==> src/rtl/eth_mdio_ctrl.sv <==
// ============================================================================
//  Module      : eth_mdio_ctrl
//  Description : IEEE 802.3 Clause 22 MDIO management-frame sequencer.
//                Accepts one read/write request at a time, serialises the
//                frame onto MDC/MDIO and returns read data with a
//                valid/ready response handshake.
//                Optional preamble suppression: ETH_MDIO_PRE_SUPPRESS_EN
//                (adds req_no_pre_i).
//  Revision    : 1.0 - initial release
// ============================================================================
`default_nettype none

module eth_mdio_ctrl #(
   parameter int ClkDiv      = 50,
   parameter int PreambleLen = 32
) (
   input  logic        clk_i,
   input  logic        rst_i,
   input  logic        req_valid_i,
   output logic        req_ready_o,
   input  logic        req_write_i,
   input  logic [4:0]  req_phy_addr_i,
   input  logic [4:0]  req_reg_addr_i,
   input  logic [15:0] req_wdata_i,
   output logic        rsp_valid_o,
   input  logic        rsp_ready_i,
   output logic [15:0] rsp_rdata_o,
   output logic        rsp_error_o,
   output logic        busy_o,
   output logic        phy_mdc_o,
   input  logic        phy_mdio_i,
   output logic        phy_mdio_o,
   output logic        phy_mdio_oe_o
`ifdef ETH_MDIO_PRE_SUPPRESS_EN
   ,
   input  logic        req_no_pre_i
`endif
);

   localparam int          DIV_W      = (ClkDiv > 2) ? $clog2(ClkDiv) : 1;
   localparam logic [DIV_W-1:0] c_div_last = DIV_W'(ClkDiv - 1);
   localparam logic [5:0]  c_pre_load = 6'(PreambleLen - 1);

   // Reject configurations that cannot produce a legal MDC waveform
   generate
      if (ClkDiv < 2) begin : g_bad_clkdiv
         $error("eth_mdio_ctrl: ClkDiv must be >= 2");
      end
      if ((PreambleLen < 1) || (PreambleLen > 32)) begin : g_bad_prelen
         $error("eth_mdio_ctrl: PreambleLen must be in 1..32");
      end
   endgenerate

   typedef enum logic [2:0] {
      S_IDLE  = 3'd0,
      S_PRE   = 3'd1,
      S_FRAME = 3'd2,
      S_TA    = 3'd3,
      S_DATA  = 3'd4,
      S_TAIL  = 3'd5,
      S_RESP  = 3'd6
   } state_t;

   state_t           r_state, w_state_n;
   logic [5:0]       r_cnt, w_cnt_n;        // bits remaining in state minus one
   logic [DIV_W-1:0] r_div, w_div_n;        // position inside an MDC half-period
   logic             r_phase, w_phase_n;    // 0 = MDC low half, 1 = MDC high half
   logic             r_mdc, w_mdc_n;
   logic             r_mdo, w_mdo_n;
   logic             r_oe, w_oe_n;
   logic [31:0]      r_sh, w_sh_n;          // ST/OP/PHYAD/REGAD/TA/DATA, MSB first
   logic             r_write, w_write_n;
   logic [15:0]      r_rdata, w_rdata_n;
   logic             r_err, w_err_n;
   logic             w_bit_start;
   logic             w_div_last;
   logic             w_no_pre;

`ifdef ETH_MDIO_PRE_SUPPRESS_EN
   assign w_no_pre = req_no_pre_i;
`else
   assign w_no_pre = 1'b0;
`endif

   assign w_div_last = (r_div == c_div_last);

   // Next-state, bit timing and pin values for the next bit period
   always_comb begin
      w_state_n   = r_state;
      w_cnt_n     = r_cnt;
      w_div_n     = r_div;
      w_phase_n   = r_phase;
      w_mdc_n     = r_mdc;
      w_mdo_n     = r_mdo;
      w_oe_n      = r_oe;
      w_sh_n      = r_sh;
      w_write_n   = r_write;
      w_rdata_n   = r_rdata;
      w_err_n     = r_err;
      w_bit_start = 1'b0;

      case (r_state)
         S_IDLE: begin
            w_mdc_n = 1'b0;
            w_oe_n  = 1'b0;
            w_mdo_n = 1'b1;
            if (req_valid_i) begin
               // Request fields are captured here; the frame is built once
               w_write_n   = req_write_i;
               w_sh_n      = {2'b01,
                              (req_write_i ? 2'b01 : 2'b10),
                              req_phy_addr_i,
                              req_reg_addr_i,
                              2'b10,
                              (req_write_i ? req_wdata_i : 16'hFFFF)};
               w_rdata_n   = 16'h0000;
               w_err_n     = 1'b0;
               w_div_n     = '0;
               w_phase_n   = 1'b0;
               w_bit_start = 1'b1;
               if (w_no_pre) begin
                  w_state_n = S_FRAME;
                  w_cnt_n   = 6'd13;
               end else begin
                  w_state_n = S_PRE;
                  w_cnt_n   = c_pre_load;
               end
            end
         end

         S_RESP: begin
            w_mdc_n   = 1'b0;
            w_oe_n    = 1'b0;
            w_mdo_n   = 1'b1;
            w_div_n   = '0;
            w_phase_n = 1'b0;
            if (rsp_ready_i) begin
               w_state_n = S_IDLE;
            end
         end

         default: begin
            if (!w_div_last) begin
               w_div_n = r_div + DIV_W'(1);
            end else begin
               w_div_n = '0;
               if (!r_phase) begin
                  // MDC rising edge: the PHY's bit is sampled here
                  w_phase_n = 1'b1;
                  w_mdc_n   = 1'b1;
                  if (!r_write && (r_state == S_TA) && (r_cnt == 6'd0)) begin
                     w_err_n = phy_mdio_i;
                  end
                  if (!r_write && (r_state == S_DATA)) begin
                     w_rdata_n = {r_rdata[14:0], phy_mdio_i};
                  end
               end else begin
                  // MDC falling edge: end of this bit, start of the next
                  w_phase_n = 1'b0;
                  w_mdc_n   = 1'b0;
                  if (r_cnt != 6'd0) begin
                     w_cnt_n     = r_cnt - 6'd1;
                     w_bit_start = 1'b1;
                  end else begin
                     w_bit_start = 1'b1;
                     case (r_state)
                        S_PRE: begin
                           w_state_n = S_FRAME;
                           w_cnt_n   = 6'd13;
                        end
                        S_FRAME: begin
                           w_state_n = S_TA;
                           w_cnt_n   = 6'd1;
                        end
                        S_TA: begin
                           w_state_n = S_DATA;
                           w_cnt_n   = 6'd15;
                        end
                        S_DATA: begin
                           w_state_n = S_TAIL;
                           w_cnt_n   = 6'd0;
                        end
                        default: begin
                           w_state_n   = S_RESP;
                           w_cnt_n     = 6'd0;
                           w_bit_start = 1'b0;
                           w_oe_n      = 1'b0;
                           w_mdo_n     = 1'b1;
                        end
                     endcase
                  end
               end
            end
         end
      endcase

      // Pin values for a new bit depend only on the state it belongs to
      if (w_bit_start) begin
         case (w_state_n)
            S_PRE: begin
               w_mdo_n = 1'b1;
               w_oe_n  = 1'b1;
            end
            S_FRAME: begin
               w_mdo_n = w_sh_n[31];
               w_oe_n  = 1'b1;
               w_sh_n  = {w_sh_n[30:0], 1'b1};
            end
            S_TA, S_DATA: begin
               if (w_write_n) begin
                  w_mdo_n = w_sh_n[31];
                  w_oe_n  = 1'b1;
               end else begin
                  w_mdo_n = 1'b1;
                  w_oe_n  = 1'b0;
               end
               w_sh_n = {w_sh_n[30:0], 1'b1};
            end
            default: begin
               w_mdo_n = 1'b1;
               w_oe_n  = 1'b0;
            end
         endcase
      end
   end

   // State and datapath registers
   always_ff @(posedge clk_i) begin
      if (rst_i) begin
         r_state <= S_IDLE;
         r_cnt   <= 6'd0;
         r_div   <= '0;
         r_phase <= 1'b0;
         r_mdc   <= 1'b0;
         r_mdo   <= 1'b1;
         r_oe    <= 1'b0;
         r_sh    <= 32'h0;
         r_write <= 1'b0;
         r_rdata <= 16'h0000;
         r_err   <= 1'b0;
      end else begin
         r_state <= w_state_n;
         r_cnt   <= w_cnt_n;
         r_div   <= w_div_n;
         r_phase <= w_phase_n;
         r_mdc   <= w_mdc_n;
         r_mdo   <= w_mdo_n;
         r_oe    <= w_oe_n;
         r_sh    <= w_sh_n;
         r_write <= w_write_n;
         r_rdata <= w_rdata_n;
         r_err   <= w_err_n;
      end
   end

   assign req_ready_o   = (r_state == S_IDLE);
   assign busy_o        = (r_state != S_IDLE);
   assign rsp_valid_o   = (r_state == S_RESP);
   assign rsp_rdata_o   = r_rdata;
   assign rsp_error_o   = r_err;
   assign phy_mdc_o     = r_mdc;
   assign phy_mdio_o    = r_mdo;
   assign phy_mdio_oe_o = r_oe;

endmodule

`default_nettype wire

==> config.mk <==
export PLATFORM = sky130hd
export DESIGN_NAME = eth_mdio_ctrl
export DESIGN_NICKNAME = d
export VERILOG_FILES = /design/src/rtl/eth_mdio_ctrl.sv
export SDC_FILE = /design/constraint.sdc
export NUM_CORES = 1
export LEC_CHECK = 0
export CORE_ASPECT_RATIO = 0.8
export CORE_MARGIN = 2
export CORE_UTILIZATION = 48
export CTS_CLUSTER_DIAMETER = 60
export DETAILED_ROUTE_END_ITERATION = 8
export GPL_TIMING_DRIVEN = 0
export HOLD_SLACK_MARGIN = 0.15
export PLACE_DENSITY = 0.73
export SLEW_MARGIN = 10
export SYNTH_ARGS = -nofsm -noshare
export SYNTH_HDL_FRONTEND = slang
export SYNTH_SLANG_ARGS = --single-unit
==> constraint.sdc <==
create_clock -name clk_i -period 2.5 [get_ports clk_i]
set_clock_uncertainty 0.15 [all_clocks]
set_input_delay 0.375 -clock clk_i [delete_from_list [all_inputs] [get_ports clk_i]]
set_output_delay 0.375 -clock clk_i [all_outputs]
set_load 0.05 [all_outputs]
* Word-level counts from Yosys, hierarchy flattened
Index checks and enable logic that the tools add are counted.
** Word-level totals
- Flip-flop bits (word level) :: 69
- Input port bits :: 32
- Output and inout port bits :: 23
- Logic and storage cells :: 113
** Cells by class
- Add/subtract/negate cells :: 2
- Equality and inequality tests :: 14
- Muxes and demuxes :: 59
- Bitwise logic cells :: 1
- Reduce and logical (&&, ||, !) cells :: 26
** Operator list (count)
- 2-to-1 mux 32 bit :: 4
- 2-to-1 mux 16 bit :: 5
- 2-to-1 mux 6 bit :: 6
- one-hot mux 16 bit (2 select lines) :: 1
- 2-to-1 mux 1 bit :: 27
- one-hot mux 6 bit (2 select lines) :: 2
- 2-to-1 mux 3 bit :: 5
- equality test 3 x 2 -> 1 bit, second input constant :: 4
- one-hot mux 3 bit (4 select lines) :: 1
- one-hot mux 4 bit (3 select lines) :: 1
- nonzero test 3 bit :: 4
- one-hot mux 1 bit (2 select lines) :: 5
- AND reduction 5 bit :: 2
- equality test 3 bit, second input constant :: 3
- AND reduction 4 bit :: 2
- nonzero test 2 bit :: 4
- adder 6 x 1 -> 6 bit, second input constant :: 1
- equality test 3 x 1 -> 1 bit, second input constant :: 2
- equality test 6 bit, second input constant :: 1
- logical NOT 6 bit :: 1
- one-hot mux 3 bit (2 select lines) :: 1
- nonzero test 6 bit :: 1
- OR reduction 2 bit :: 3
- OR reduction 3 bit :: 2
- other kinds (11) :: 14

* Longest topological paths before layout
- Depth after elaboration :: 10
- Depth in mapped cells :: 11
- Depth with buffers taken out :: 8

* Least setup slack after synthesis
OpenSTA, ideal clock, no wires.
- Path kind :: reg2reg
- From :: reg r_div[1]
- To :: reg r_sh[24]
- Library setup time :: 0.121 ns
- Arrival time :: 2.085 ns
- Required time :: 2.229 ns
- Slack :: 0.144 ns
- Cell stages (with the launch flop) :: 12
- Buffers on the path :: 3
- Clock period less this slack :: 2.356 ns
- Path through :: dfxtp_1 inv_1 ha_1 and4bb_2 and3_1 buf_4 a31oi_1 o21ai_2 nand2_1 buf_6 buf_6 mux2_4
** On the way
- Word-level cells in the longest chain between the ends :: 7
- Elaborated cells on any way between the ends :: 11
- Those cells by class :: eq/ne: 4; mux: 6; reduce/logical: 1
** RTL lines
- start, declared :: line 66 : logic [DIV_W-1:0] r_div, w_div_n;
- start signal, assigned :: line 244 : r_div <= w_div_n;
- equality test 6 bit (*) :: line 85 : assign w_div_last = (r_div == c_div_last);
- 2-to-1 mux 3 bit :: line 143 : if (!w_div_last) begin
- one-hot mux 3 bit (2 select lines) :: line 102 : case (r_state)
- equality test 3 x 2 -> 1 bit or equality test 3 bit (tied branches) :: line 199 : case (w_state_n)
- OR reduction 3 bit (no source line)
- 2-to-1 mux 32 bit :: line 199
- 2-to-1 mux 32 bit (*) :: line 198 : if (w_bit_start) begin
- end signal, assigned :: line 249 : r_sh <= w_sh_n;
- end, declared :: line 71 : logic [31:0] r_sh, w_sh_n;
Every way passes the cells marked *; elsewhere a longest branch is shown, timed or not.
A chain may end at the register's enable or synchronous reset.

* Worst setup path after layout
- From :: in req_valid_i
- To :: reg r_sh[4]
** On the way
- Word-level cells in the longest chain between the ends :: 6
- Elaborated cells on any way between the ends :: 12
- Those cells by class :: eq/ne: 3; mux: 8; reduce/logical: 1
** RTL lines
- start, declared :: line 19 : input logic req_valid_i,
- 2-to-1 mux 3 bit :: line 107 : if (req_valid_i) begin
- one-hot mux 3 bit (2 select lines) :: line 102
- equality test 3 x 2 -> 1 bit or equality test 3 bit (tied branches) :: line 199
- OR reduction 3 bit (no source line)
- 2-to-1 mux 32 bit :: line 199
- 2-to-1 mux 32 bit (*) :: line 198
Marks and branches as above.

==> results.sh <==
export IMPL_holdBufCountCts=0
export IMPL_synth_nets=451
export IMPL_max_vdd_ir_drop_uv=389
export IMPL_setup_ws_ps=-12.0
export IMPL_critical_path_buf_inv_count=3
export IMPL_area_growth_pct=28.9
export IMPL_end_kind="flop"
export IMPL_grt_use_met3_pct=7.01
export IMPL_min_period_ps=2510
export IMPL_setup_violations=1
export IMPL_vias=3280
export IMPL_die_h_microns=80.0
export IMPL_hp_class="reg -> reg"
export IMPL_cts_sinks=69
export IMPL_synth_cell_types=51
export IMPL_io_pins=55
export IMPL_grt_pass1_vias=3046
export IMPL_fill_cells=591
export IMPL_port_buffers=53
export IMPL_diodes=0
export IMPL_ff_latch_area_sq_um=1390
export IMPL_track_usage_pct=22.5
export IMPL_vias_per_cell=5.69
export IMPL_finish_net_count=521
export IMPL_postSynthAreaPerCell_sq_um=8.34
export IMPL_die_area_sq_um=7910
export IMPL_leakagePower_nw=1.75
export IMPL_hold_violations=0
export IMPL_final_cell_mix="dfxtp_1, clkdlybuf4s50_1, a21oi_1"
export IMPL_seq_area_frac_synth_pct=39.9
export IMPL_cp_top_family="buffers and inverters"
export IMPL_max_freq_mhz=398
export IMPL_intPower_mw=1.91
export IMPL_start_kind="input port"
export IMPL_syn_inst=415
export IMPL_status="finished with violations"
export IMPL_busiest_layer="met2"
export IMPL_gr_usage_met1_pct=29.4
export IMPL_place_area_sq_um=4100
export IMPL_grtUsageMet2_pct=36.1
export IMPL_synth_flop_cell="dfxtp_1"
export IMPL_drt_wl_total_mm=8.82
export IMPL_max_stage_delay_ps=640
export IMPL_drtPass1Iterations=5
export IMPL_dp_hpwl_mm=6.08
export IMPL_synth_enable_flop_cells=0
export IMPL_place_congestion=0.888
export IMPL_antenna_left=0
export IMPL_cts_root_buf="clkbuf_8"
export IMPL_drc=0
export IMPL_swShare_pct=27.9
export IMPL_grt_pass1_wl_mm=14.2
export IMPL_antenna_found_initial=0
export IMPL_worst_setup_path_type="in -> reg"
export IMPL_worst_path_max_fanout=10
export IMPL_switching_power_mw=0.736
export IMPL_htree_levels=3
export IMPL_wire_per_inst_microns=15.3
export IMPL_min_period_over_period_pct=100
export IMPL_final_common_cell="dfxtp_1"
export IMPL_max_cap_violations=0
export IMPL_grt_start_max_net_pins=13
export IMPL_clock_power_share_pct=38.0
export IMPL_first_iter_violations=222
export IMPL_finalMaxSlewViolations=0
export IMPL_p_seq_share_pct=45.0
export IMPL_synth_area_sq_um=3460
export IMPL_cp_common_cell="buf_2"
export IMPL_crit_required_ps=2650
export IMPL_cts_made_buffers=9
export IMPL_worst_pin_slew_ps=641
export IMPL_async_flop_share_pct=0
export IMPL_p_per_area_nw_per_um2=592
export IMPL_ys_seq_elements=69
export IMPL_drive_above_1_share_pct=13.9
export IMPL_multiInputGateArea_sq_um=1920
export IMPL_crit_slowest_cell="clkdlybuf4s50_1"
export IMPL_cts_tree="done"
export IMPL_clk_pin_slew_ps=80
export IMPL_core_area_sq_um=6930
export IMPL_path_cells="clkdlybuf4s50_1, nor4b_4, buf_2, buf_2, nor2_1, a311oi_1, mux2_4"
export IMPL_overflow=0
export IMPL_rows=27
export IMPL_die_w_microns=99.0
export IMPL_clkLatencyLatePin_ps=360
export IMPL_setup_tns_ps=-12.0
export IMPL_final_area_sq_um=4460
export IMPL_maxSlewHeadroom_pct=57.3
export IMPL_crit_arrival_ps=2660
export IMPL_power_frac_comb_pct=17.1
export IMPL_ys_warn_count=0
export IMPL_start_util_pct=50.0
export IMPL_violations="setup timing"
export IMPL_cts_path_max_buffers=2
-- metrics by stage --
stage | power, mW | hold slack (ps) | utilization [%] | std cells | setup slack, ps
after CTS | 2.63 | 329 | 62.8 | 570 | 3.05
after floorplan | 1.49 | 309 | - | 415 | 144
after detailed placement | 1.64 | 317 | 59.2 | 555 | -316
after global routing | 2.75 | 343 | 64.5 | 576 | -54.9
after global placement | 1.63 | 307 | 59.2 | 555 | -290
final | 2.64 | 333 | 64.5 | 576 | -12.0
-- metal layers --
metal,up-vias,wire length (microns)
met5,-,0
met4,0,142
met1,1538,4110
met3,24,594
li1,1591,-
met2,127,3980
-- tightest hold or removal path, delay by kind of cell, from the launching register on --
| family | cells | cell delay [ps] |
|---|---|---|
| AO/OA/AOI/OAI | 1 | 50 |
| flip-flops | 1 | 320 |
| AND/OR/NAND/NOR | 1 | 70 |
-- cells by family after synthesis --
group	after synthesis	share of synthesized area (%)
and+or+nand+nor	158	22.2
adders and majority gates	4	1.45
AOI/OAI and AO/OA	95	17.4
buffers and inverters	51	6.29
muxes	33	11.5
DFF	69	39.9
xor gates and xnor gates	5	1.27
-- flip-flops by register name, summed over array words and instances, names as in the netlist --
signal / count
r_phase: 1
r_state: 3
rsp_error_o: 1
rsp_rdata_o: 16
r_write: 1
r_cnt: 6
phy_mdio_oe_o: 1
r_sh: 32
phy_mdc_o: 1
r_div: 6
phy_mdio_o: 1
-- layout make-up --
class	instances	area share, %
repair buffers	60	13.4
clock buffers	9	2.77
flip-flops and latches	69	31.0
multi-input cells	295	42.9
clock inverters	6	1.96
well taps	87	2.44
plain buffers	29	3.67
inverters	21	1.77
-- power groups by stage --
stage / clock, mW / sequential, mW / combinational (mW)
finish: 1.00 / 1.19 / 0.451
global route: 1.06 / 1.19 / 0.499
CTS: 1.02 / 1.19 / 0.428
detailed placement: 0 / 1.21 / 0.423
global placement: 0 / 1.21 / 0.415
floorplan: 0 / 1.21 / 0.279
-- timing repair --
item                                    CTS  global route
setup buffers                             1             6
pin swaps                                 1             3
gates resized for setup                  17            24
endpoints found under the setup margin   21            44
-- cell usage after synthesis, types with 3 or more instances --
cell type / count / share of area (%)
nor2b_1: 3 / 0.54
a21oi_1: 45 / 6.5
a211oi_1: 4 / 0.87
buf_2: 6 / 0.87
or3_1: 3 / 0.54
and3_1: 3 / 0.54
o21ai_0: 9 / 1.3
inv_1: 21 / 2.3
nor3_1: 7 / 1.0
o21ai_1: 3 / 0.43
clkbuf_1: 19 / 2.1
dfxtp_1: 69 / 40
nand3_1: 22 / 3.2
nand2b_1: 18 / 3.3
ha_1: 4 / 1.4
xor2_1: 3 / 0.76
a311oi_1: 15 / 3.8
a31oi_1: 4 / 0.72
nor2_1: 43 / 4.7
mux2_1: 22 / 7.2
mux2_4: 8 / 3.5
nand2_1: 43 / 4.7
-- path summary, 6_finish.rpt --
kind / startpoint / end / slack, ps / cells past startpoint
worst max register to register: r_div[1] / r_sh[29] / 50 / 11
worst min-delay path: rsp_rdata_o[15] / rsp_rdata_o[15] / 330 / 2
worst max-delay path: req_valid_i / r_sh[4] / -10 / 7
worst min register to register: rsp_rdata_o[15] / rsp_rdata_o[15] / 330 / 2
No activity file was read; power rests on OpenSTA's default activity.
==> RTL edit 1 (config.mk and constraints unchanged) <==
Change the parameter `ClkDiv` from 50 to 100.
--- a/src/rtl/eth_mdio_ctrl.sv
+++ b/src/rtl/eth_mdio_ctrl.sv
@@ -13,3 +13,3 @@
 module eth_mdio_ctrl #(
-   parameter int ClkDiv      = 50,
+   parameter int ClkDiv      = 100,
    parameter int PreambleLen = 32
Check against the original RTL: same outputs for any inputs over 10 cycles, from zero or initial values and one cycle with rst_i high; that may be too few to reach the edited logic, so the function may still have changed.
==> RTL edit 1 against the unedited design <==
  * Wire length increased by 3.2%
  * First-iteration DRC count decreased by 5.9%
  * Non-clock buffer count increased by 1
  * Clock power decreased by 6%
  * Cell area increased by 1.4%
  * Count of clock-buffer cells in the layout unchanged
  * Sequential cell count increased by 1
  * Synthesized area decreased by 0.94%
  * Power decreased by 3.7%
  * Worst setup slack improved by 0.024 ns
  * Largest cell class unchanged
  * Sequential share of layout area about the same
==> RTL edit 1: results (changes against the unedited design) <==
post-synthesis sequential area ratio=40.9% (+0.96 points); Largest delay share family, worst path=simple AND/OR/NAND/NOR gates; syn nets=452 (+0.22%); XOR/XNOR Fraction of Synth Area=1.28% (+0.012 points); Initial DRC Count=209 (-5.9%); vias in the first global route=3096 (+1.6%); via count=3311 (+0.95%); Synth area leaders=dfxtp_1 (41%), mux2_2 (6.9%), a21oi_1 (6.0%), nand2_1 (5.7%), nor2_1 (4.5%); clock power share=36.9% (-1.1 points); Yosys cell types=53 (+3.9%); Max stage delay cell, worst path=or4b_4; dpl cell area=4060 um2 (-0.92%); WL met2=4170 um (+4.8%); RePlAce Congestion=0.888 (about the same); WL/cell=15.7 um (+2.8%); post-synthesis adder-cell area fraction=1.09% (-0.35 points); fin cells=578 (+0.35%); multi-input logic area=1930 um2 (+0.59%); share of cells above drive strength 1=18.3% (+4.4 points); metal3 WL=626 um (+5.4%); reg2reg setup slack=0.01 ns (-0.04 ns); DP HPWL=6140 um (+1.1%); Fill cells=599 (+1.4%); Psw=734 uW (-0.28%); fmax=0.402 GHz (+0.95%); post-placement cell count=556 (+0.18%); wl on met1=4210 um (+2.6%); Setup crit end=r_cnt[3]$_SDFFE_PP0P_; WP data arrival=2.54 ns (-0.12 ns); largest net degree at the start of global routing=15 (+2); P_int=1.81 mW (-5.0%); Critical path origin=r_div[3]$_SDFFE_PP0P_; Leak Pwr=1.71 nW (-2.6%); All-Layer GR Usage=23.8% (+1.3 points); compound-cell area share of the yosys netlist=21.0% (+3.6 points); Gate Count Post-Synth=417 (+0.48%); GR Layer Usage met1=33.0% (+3.6 points); first-pass GRT wire length=14900 um (+4.9%); status=finished clean; met3 Use GR=6.65% (-0.35 points); crit path max fanout=8 (-2); peak supply drop=356 uV (-8.6%); worst reg2reg path depth=8 (-3)
-- RTL edit 1: cell count changes in the layout (fill, tap and decap cells not counted), moves of 7 or more --
cell and change:
nand2_1 +7, nand2b_1 -15, mux2_4 +12, mux2_1 -22
o21ai_0 +7
-- RTL edit 1: final cells by class --
class / instances / area share, %
clock buffer: 9 / 2.74
multi-input combinational: 293 / 42.6
sequential: 70 / 31.0
inverter: 22 / 1.85
tap: 87 / 2.41
clock inverter: 7 / 1.77
timing repair buffer: 61 / 13.8
buffer: 29 / 3.76
-- RTL edit 1: worst min path at each step --
stage	startpoint	end	slack (ns)	depth (start not counted)
2_1_floorplan	r_sh[30]$_SDFF_PP0_	r_sh[31]$_SDFF_PP0_	0.28	2
3_3_place_gp	r_sh[30]$_SDFF_PP0_	r_sh[31]$_SDFF_PP0_	0.29	2
3_5_place_dp	r_sh[30]$_SDFF_PP0_	r_sh[31]$_SDFF_PP0_	0.29	2
4_1_cts	r_sh[30]$_SDFF_PP0_	r_sh[31]$_SDFF_PP0_	0.31	2
5_1_grt	r_sh[30]$_SDFF_PP0_	r_sh[31]$_SDFF_PP0_	0.33	2
6_report	r_sh[30]$_SDFF_PP0_	r_sh[31]$_SDFF_PP0_	0.31	2
-- RTL edit 1: what timing repair did --
action / in CTS / in global routing
gates resized for setup: 56 / 19
pin swaps: 3 / 5
gates cloned: 2 / 0
buffers inserted: 6 / 1
setup endpoints to repair: 33 / 49
-- RTL edit 1: kinds of logic after synthesis --
group / Yosys count
AO/OA/AOI/OAI: 109
XOR/XNOR: 5
adder cells (fa/ha/maj): 3
buffers and inverters: 54
flip-flops: 70
multiplexers: 24
AND/OR/NAND/NOR: 152
==> RTL edit 2 (same flow settings) <==
Without the edit above. Re-encode `state_t` (7 states) as one-hot, 7 bits wide.
--- a/src/rtl/eth_mdio_ctrl.sv
+++ b/src/rtl/eth_mdio_ctrl.sv
@@ -53,10 +53,10 @@
 
-   typedef enum logic [2:0] {
-      S_IDLE  = 3'd0,
-      S_PRE   = 3'd1,
-      S_FRAME = 3'd2,
-      S_TA    = 3'd3,
-      S_DATA  = 3'd4,
-      S_TAIL  = 3'd5,
-      S_RESP  = 3'd6
+   typedef enum logic [6:0] {
+      S_IDLE  = 7'b0000001,
+      S_PRE   = 7'b0000010,
+      S_FRAME = 7'b0000100,
+      S_TA    = 7'b0001000,
+      S_DATA  = 7'b0010000,
+      S_TAIL  = 7'b0100000,
+      S_RESP  = 7'b1000000
    } state_t;
Formal check against the unedited RTL: no difference found for any inputs over 10 cycles, from zero or initial values and one cycle with rst_i high; not proved beyond that.
==> RTL edit 2 against the unedited design <==
  * Sequential cell count increased by 4
  * Wire length increased by 14%
  * Worst setup slack improved by 0.042 ns
  * Cell area increased by 13%
  * Global-route usage increased by 1.0 points
  * Synthesized area increased by 8.7%
  * Final cell count increased by 7.8%
  * First-iteration DRC count increased by 50%
  * Power increased by 7.1%
  * Fmax increased by 1.7%
  * Critical endpoint is now r_sh[18]$_SDFF_PP0_
==> RTL edit 2: results (changes against the unedited design) <==
status=finished clean; number of vias per cell=5.75 (+0.90%); Largest delay share family, worst path=simple AND/OR/NAND/NOR gates; dpl cell area=4420 um2 (+7.7%); total wire length=10000 um (+14%); reg2reg setup slack=0.03 ns (-0.02 ns); share of the synthesized area in the top cell type=38.8% (-1.1 points); Max stage delay cell, worst path=dfxtp_1; RePlAce Congestion=0.903 (+1.7%); worst hold endpoint=phy_mdc_o$_SDFFE_PP0P_; CP max stage delay=0.50 ns (-0.14 ns); Fill cells=624 (+5.6%); first-pass GRT wire length=16100 um (+13%); Relative slew margins=61.1% (+3.8 points); Yosys cell types=58 (+14%); syn nets=464 (+2.9%); fmax=0.405 GHz (+1.7%); P_int=2.02 mW (+6.0%); DP HPWL=6660 um (+9.6%); worst hold slack=0.303 ns (-0.0298 ns); pre-CTS setup slack=-0.423 ns (-0.107 ns); post-synthesis sequential area ratio=38.8% (-1.1 points); largest net degree at the start of global routing=14 (+1); Initial DRC Count=333 (+50%); Leak Pwr=1.81 nW (+3.1%); share of cells above drive strength 1=20.3% (+6.4 points); Setup CP Type=flip-flop to flip-flop; setup violators final=0 (-1); Final Net Count=546 (+4.8%); vias in the first global route=3331 (+9.4%); Port Buffers=52 (-1.9%); min-delay src=phy_mdc_o$_SDFFE_PP0P_; worst reg2reg path endpoint=r_sh[18]$_SDFF_PP0_; Critical path origin=r_phase$_SDFFE_PP0P_; WL/cell=16.1 um (+5.3%); post-placement cell count=586 (+5.6%); WP data arrival=2.57 ns (-0.09 ns); All-Layer GR Usage=23.5% (+1.0 points); Synth area leaders=dfxtp_1 (39%), mux2i_1 (9.8%), nand2_1 (4.7%), a21oi_1 (4.3%), o2111ai_1 (3.7%)
==> RTL edit 2: logic make-up (layout without fill, tap and decap cells) <==
group,count (synthesis),in the layout,synth area share (%)
multiplexers,48,48,13.1
flip-flops,73,73,38.8
AO/OA/AOI/OAI,98,98,18.1
XOR/XNOR,10,10,2.33
buffers and inverters,45,132,5.58
AND/OR/NAND/NOR,152,152,21.1
adder cells (fa/ha/maj),3,3,0.997
==> RTL edit 2: layer usage <==
metal,share of wire (%),GRT usage (%)
met2,46,35.4
met4,1.1,5.38
met3,7.5,6.99
met1,45,33.1
met5,0,0
==> RTL edit 2: worst register-to-register path, cell delays in order, from the launching register on <==
cell and delay, ns:
dfxtp_1 0.50, nor4bb_4 0.35, nand4_1 0.14, buf_4 0.19
mux2i_2 0.28, nand2_1 0.19, and3_4 0.24, buf_12 0.15
o21a_1 0.17
==> RTL edit 2: layout make-up <==
cell class | count | area (um2) | area share, %
multi-input combinational | 311 | 2270 | 45.1
buffer | 31 | 200 | 3.97
tap | 105 | 131 | 2.61
clock buffer | 10 | 128 | 2.53
clock inverter | 6 | 90.1 | 1.79
inverter | 11 | 41.3 | 0.820
sequential | 73 | 1470 | 29.1
timing repair buffer | 74 | 707 | 14.0
==> RTL edit 2: power groups by stage <==
stage                     combinational (mW)  sequential (mW)  clock, mW
after global routing                   0.580             1.27       1.10
after floorplan                        0.322             1.28          0
after global placement                 0.456             1.28          0
after CTS                              0.476             1.26       1.06
final                                  0.535             1.26       1.04
after detailed placement               0.466             1.28          0
==> RTL edit 2: timing repair <==
item	CTS	global route
pin swaps	2	8
buffers inserted	5	16
resized for setup	35	47
setup endpoints to repair	54	47
hold buffers	0	0
gates cloned	0	1
